`src/rtl/uart_pkg.sv`:
```
// Shared UART receiver definitions: state encodings and default bit period.
package uart_pkg;

  localparam int unsigned CLKS_PER_BIT_DEFAULT = 434;

  typedef enum logic [2:0] {
    IDLE   = 3'd0,
    START  = 3'd1,
    DATA   = 3'd2,
    STOP   = 3'd3,
    PARITY = 3'd4
  } state_t;

endpackage

```
`src/rtl/uart_rx_sync2.sv`:
```
// Two-flop synchronizer for a single asynchronous bit, async active-low reset.
module sync2 #(
  parameter logic RESET_VALUE = 1'b1
) (
  input  logic clk,
  input  logic rst,
  input  logic d,
  output logic q
);

  logic meta;

  always_ff @(posedge clk or negedge rst) begin
    if (!rst) begin
      meta <= RESET_VALUE;
      q    <= RESET_VALUE;
    end else begin
      meta <= d;
      q    <= meta;
    end
  end

endmodule

```
`src/rtl/uart_rx.sv`:
```
// 8N1 UART receiver, LSB first, mid-bit sampling on a synchronized line.
// Define UART_RX_PARITY_EN to add an even-parity bit and the parity_err output.
module uart_rx
  import uart_pkg::*;
#(
  parameter int unsigned CLKS_PER_BIT = CLKS_PER_BIT_DEFAULT
) (
  input  logic       clk,
  input  logic       rst,
  input  logic       rxd,
  output logic [7:0] data,
  output logic       ready,
  output logic       frame_err
`ifdef UART_RX_PARITY_EN
  ,
  output logic       parity_err
`endif
);

  localparam int unsigned TICK_W = $clog2(CLKS_PER_BIT);
  localparam logic [TICK_W-1:0] HALF_TICK = TICK_W'(CLKS_PER_BIT / 2 - 1);
  localparam logic [TICK_W-1:0] LAST_TICK = TICK_W'(CLKS_PER_BIT - 1);

  state_t            state;
  logic              rxs;
  logic              armed;
  logic [TICK_W-1:0] tick;
  logic [2:0]        bit_cnt;
  logic [7:0]        shreg;
`ifdef UART_RX_PARITY_EN
  logic              par_bit;
`endif

  sync2 #(.RESET_VALUE(1'b1)) u_sync (
    .clk (clk),
    .rst (rst),
    .d   (rxd),
    .q   (rxs)
  );

  always_ff @(posedge clk or negedge rst) begin
    if (!rst) begin
      state     <= IDLE;
      armed     <= 1'b0;
      tick      <= '0;
      bit_cnt   <= '0;
      shreg     <= '0;
      data      <= '0;
      ready     <= 1'b1;
      frame_err <= 1'b0;
`ifdef UART_RX_PARITY_EN
      par_bit    <= 1'b0;
      parity_err <= 1'b0;
`endif
    end else begin
      case (state)
        IDLE: begin
          tick    <= '0;
          bit_cnt <= '0;
          // A low line only starts a frame once it has been seen high.
          if (armed && !rxs) begin
            state <= START;
            armed <= 1'b0;
          end else if (rxs) begin
            armed <= 1'b1;
          end
        end
        START: begin
          if (tick == HALF_TICK) begin
            tick <= '0;
            if (!rxs) begin
              state <= DATA;
              ready <= 1'b0;
            end else begin
              state <= IDLE;
              armed <= 1'b1;
            end
          end else begin
            tick <= tick + TICK_W'(1);
          end
        end
        DATA: begin
          if (tick == LAST_TICK) begin
            tick    <= '0;
            shreg   <= {rxs, shreg[7:1]};
            bit_cnt <= bit_cnt + 3'd1;
            if (bit_cnt == 3'd7) begin
`ifdef UART_RX_PARITY_EN
              state <= PARITY;
`else
              state <= STOP;
`endif
            end
          end else begin
            tick <= tick + TICK_W'(1);
          end
        end
`ifdef UART_RX_PARITY_EN
        PARITY: begin
          if (tick == LAST_TICK) begin
            tick    <= '0;
            par_bit <= rxs;
            state   <= STOP;
          end else begin
            tick <= tick + TICK_W'(1);
          end
        end
`endif
        STOP: begin
          if (tick == LAST_TICK) begin
            tick      <= '0;
            data      <= shreg;
            frame_err <= ~rxs;
            ready     <= 1'b1;
            // Arming from the stop bit itself lets a start edge follow immediately,
            // while a low (break) stop keeps the receiver disarmed.
            armed     <= rxs;
            state     <= IDLE;
`ifdef UART_RX_PARITY_EN
            parity_err <= ^{shreg, par_bit};
`endif
          end else begin
            tick <= tick + TICK_W'(1);
          end
        end
        default: state <= IDLE;
      endcase
    end
  end

endmodule

```
`config.mk`:
```
export PLATFORM = sky130hd
export DESIGN_NAME = uart_rx
export DESIGN_NICKNAME = d
export VERILOG_FILES = /design/src/rtl/uart_pkg.sv /design/src/rtl/uart_rx_sync2.sv /design/src/rtl/uart_rx.sv
export SDC_FILE = /design/constraint.sdc
export NUM_CORES = 1
export LEC_CHECK = 0
export CORE_MARGIN = 8
export CORE_UTILIZATION = 59
export CTS_BUF_LIST = sky130_fd_sc_hd__clkbuf_4 sky130_fd_sc_hd__clkbuf_8
export DETAILED_ROUTE_END_ITERATION = 6
export PLACE_DENSITY = 0.85
export SYNTH_ARGS = -nofsm -noshare
export SYNTH_HDL_FRONTEND = slang
export SYNTH_SLANG_ARGS = --single-unit
```
`constraint.sdc`:
```
create_clock -name clk -period 2.32 [get_ports clk]
set_input_delay 0.232 -clock clk [delete_from_list [all_inputs] [get_ports clk]]
set_output_delay 0.232 -clock clk [all_outputs]
set_load 0.02 [all_outputs]
```
After elaboration in Yosys (flattened, before gate mapping)
Index checks and enable logic that the tools add are counted.

word-level totals
  register bits after elaboration = 36
  bits in latches = 0
  memory bits (writable) = 0
  memory bits (read-only) = 0
  input port bits = 3
  memories = 0

operators by class
  add/subtract/negate cells = 2
  multiply operators = 0
  div/mod/pow operators = 0
  order comparisons = 0
  eq/ne operators = 12
  shifts and indexed selects = 0
  muxes and demuxes = 21
  bitwise logic cells = 1
  reductions and logical operators = 14

operator list
  kind                   number
  $pmux W9 S3            1
  $mux W3                6
  $mux W9                2
  $ne A2 B2 Y1 const B   6
  $pmux W3 S4            1
  $add A9 B1 Y9 const B  1
  $eq A9 B8 Y1 const B   1
  $eq A9 B9 Y1 const B   1
  $mux W1                7
  $eq A3 B2 Y1 const B   2
  $pmux W3 S2            1
  $reduce_and A2 Y1      3
  $reduce_bool A3 Y1     2
  $reduce_and A5 Y1      1
  $reduce_and A4 Y1      1
  $reduce_bool A2 Y1     2
  $add A3 B1 Y3 const B  1
  $eq A3 B1 Y1 const B   1
  $eq A3 B3 Y1 const B   1
  $logic_not A3 Y1       1
  $pmux W1 S3            1
  $reduce_and A3 Y1      1
  $mux W2                1
  $pmux W1 S2            1
  other kinds (4)        4

Depth between registers and ports, before layout
  depth after elaboration = 4
  gate-level depth with buffers = 7
  gate-level depth less buffers = 6

By module
A second synthesis with hierarchy kept.

unflattened totals
  cells, all modules = 130
  area, all modules = 1589.0 um^2

modules (own cells, without submodules)
  module   times used  cells an instance  area an instance (um^2)  sequential area each (um^2)
  uart_rx  1           128                1536.5                   827.0
  sync2    1           2                  52.6                     52.6

Worst setup path after synthesis
OpenSTA, ideal clock, no wires.

  path kind = flip-flop to flip-flop
  start = reg tick[1]
  end = reg data[0]
  library setup time = 0.125 ns
  arrival time = 1.601 ns
  required time = 2.195 ns
  setup slack = 0.594 ns
  stages on the path, launching flop included = 7
  buffers on the path = 1
  period minus slack after synthesis = 1.726 ns
  cell sequence = dfrtp_1 inv_1 ha_1 and4b_1 and4_1 buf_2 mux2_2

between the ends
  cells in the longest elaborated chain, start to end = 2

RTL lines
  element                      RTL line        RTL
  from (decl)                  uart_rx.sv:27   logic [TICK_W-1:0] tick;
  from (signal assigned)       uart_rx.sv:79   tick <= tick + TICK_W'(1);
  from (signal assigned)       uart_rx.sv:95   tick <= tick + TICK_W'(1);
  from (signal assigned)       uart_rx.sv:123  tick <= tick + TICK_W'(1);
  $eq A9 B9 Y1                 uart_rx.sv:110  if (tick == LAST_TICK) begin
  $reduce_and A2 Y1 (no line)  -
  to (signal assigned)         uart_rx.sv:112  data <= shreg;
  to (decl)                    uart_rx.sv:11   output logic [7:0] data,

Every way passes these cells.
A chain may end at the register's enable or synchronous reset.

Worst setup path in the final report
  start = reg tick[1]
  end = reg data[6]

The elaborated chain is that of the path after synthesis.

==> impl_metrics.toml <==
[run_status]
status = "finished, final reports clean"

[logic_synthesis]
synth.most_common_cell = "dfrtp_1"
synthFlopType = "dfrtp_1"
synth_edf_count = 0
synthCells = 129
synth_seq_cells = 35
synth.top_cells.by_area = "dfrtp_1 52%, mux2_2 12%, dfstp_2 5.1%"
synth_largest_area_cell = "dfrtp_1"
ys_seq_area_share_pct = 57.1
synth_nets = 137
synth_cell_types = 30
yosysWarnings = 0
synth_area_um2 = 1540
postSynthAreaPerCell_um2 = 11.9
synthArstFlopShare_pct = 100
synth_top_area_share_pct = 52.0
synthTopCellsByCount = "32 x dfrtp_1, 16 x mux2_2, 14 x nor2_1, 9 x nand2_1, 7 x nand3_1"

[clock_tree]
cts_sinks = 35
clockBufferDepth = 2
cts-resized-gates = 0
clock-root-buffer = "clkbuf_4"
post_cts_buffers = 0
cts_buffers = 5
cts_htree_levels = 2
clk_latency_ps = 340
clkTransAtPathRegs_ps = 110
holdBufCountCts = 0
cts_tree = "done"

[cells_and_area]
area_delta_synth_final_pct = 14.9
finalNetCount = 152
fin_util_pct = 71.5
n_antenna_cell = 0
drive_gt1_share_pct = 20.0

[worst_setup_path]
arrival_ps = 2240
end_kind = "flip-flop"
start_kind = "flip-flop"
rrSetupSlack_ps = 300
cp.required_ps = 2550
crit_type = "flip-flop to flip-flop"
crit_fanout = 12

[global_route]
gr-total-overflow = 0
grt_pass1_vias = 1153
grt_max_degree = 36
grt_antenna_before_repair = 0
grtUsageTotal_pct = 15.9
grt_pass1_wl_um = 5300

[timing]
fin_crit_sh_pct = 86.9
rsz0062_at_grt = "false"
fmax_mhz = 496
hold_viol_final = 0
finClkSkew_ps = 9.15
report.final.slew_viol_count = 0
setup_violations = 0
relSlewSlack_pct = 64.8
timing.hold.ws_ps = 284
fin_crit_ps = 2020
fin_ws_ps = 304
worst_slew_pin_slew_ps = 529
setup_tns_ps = 0

[die]
die_w_um = 67.1
coreArea_um2 = 2480
initial_core_util_pct = 62.2
io_pins = 13
chipHeight_um = 67.1
die_area_um2 = 4500
row_count = 18

[route]
first_iter_violations = 73
vias_per_cell = 5.99
drc_errors = 0
drtPass1Iterations = 4
wl_per_cell_um = 17.1
vias = 1049
ant_nets = 0
drt-total-wl_um = 3000

[placement]
routabilityCongestion = 0.786
port_buffers = 12
place_ws_ps = 325
hpwl_um = 2110

[pwr]
power.internal_w = 0.00101
power_switching_w = 0.000399
total_leakage_power_nw = 0.822
switching_share_pct = 28.4
power_frac_comb_pct = 15.7
p_clk_share_pct = 32.3
ir_drop_v = 0.000586
p_per_area_nw_per_um2 = 796
pwr-share-seq_pct = 52.0

[run]
max_cap_viol_count = 0

[hold_path]
hold_path.class = "primary input to async pin"
## placed cells by master, fill, tap and decap left out, types with 5 or more instances in the layout
cell and n:
dfrtp_1 32, mux2_2 16, nor2_1 14, clkdlybuf4s50_1 12, nand2_1 9, nand3_1 7, inv_1 6, xnor2_1 5
ha_1 5, clkbuf_4 5
## logic make-up (layout without fill, tap and decap cells)
| kind of cell | count (synthesis) | after routing | share of synthesized area [%] |
|---|---|---|---|
| compound gates | 11 | 11 | 5.77 |
| simple gates | 43 | 43 | 13.9 |
| buf+inv | 11 | 27 | 2.84 |
| xor+xnor | 7 | 7 | 3.98 |
| mux | 17 | 17 | 12.3 |
| flops | 35 | 35 | 57.1 |
| fa+ha+maj | 5 | 5 | 4.06 |
## final timing paths
kind,start,cells after the start,endpoint
max in group asynchronous,rst,2,u_sync.meta$_DFF_PN1_
hold reg to reg,u_sync.meta$_DFF_PN1_,0,u_sync.q$_DFF_PN1_
hold / removal,rst,2,data[0]$_DFFE_PN0P_
setup reg to reg,tick[1]$_DFFE_PN0P_,5,data[6]$_DFFE_PN0P_
setup / recovery,tick[1]$_DFFE_PN0P_,5,data[6]$_DFFE_PN0P_
min in group clk,rxd,1,u_sync.meta$_DFF_PN1_
## critical path, stage by stage (launching register included)
cell and delay (ps):
dfrtp_1 410, inv_1 90, ha_1 150, and4b_1 290, and4_1 570, mux2_2 400
## state kept, by name, indices dropped and copies added (netlist names), 2 cells and up
register and count:
bit_cnt 3, data 8, shreg 8, state 2
tick 9
## routing by layer
metal	global-route usage, %	wire length (um)
met5	0	0
met4	8.09	71
met3	6.38	139
met2	27.7	1650
met1	16.0	1130
## stage by stage
stage | area (um2) | instances | power (W)
4_1_cts | 1770 | 175 | 0.00142
2_1_floorplan | 1540 | 129 | 0.000892
6_report | 1770 | 175 | 0.00141
5_1_grt | 1770 | 175 | 0.00149
3_3_place_gp | 1680 | 167 | 0.000937
3_5_place_dp | 1680 | 167 | 0.000960
## area by class of cell
| class | count | area, um2 |
|---|---|---|
| sequential | 35 | 880 |
| fill | 178 | 707 |
| multi-input combinational | 83 | 617 |
| timing repair buffer | 13 | 128 |
| clock buffer | 6 | 51.3 |
| tap | 30 | 37.5 |
| clock inverter | 2 | 35.0 |
| inverter | 6 | 22.5 |
## power groups by stage
stage          clock network (W)  registers, W  logic, W
5_1_grt                 0.000499      0.000742  0.000250
4_1_cts                 0.000467      0.000731  0.000224
2_1_floorplan                  0      0.000710  0.000181
6_report                0.000455      0.000732  0.000221
3_5_place_dp                   0      0.000742  0.000218
3_3_place_gp                   0      0.000735  0.000202
No activity file was read; power rests on OpenSTA's default activity.
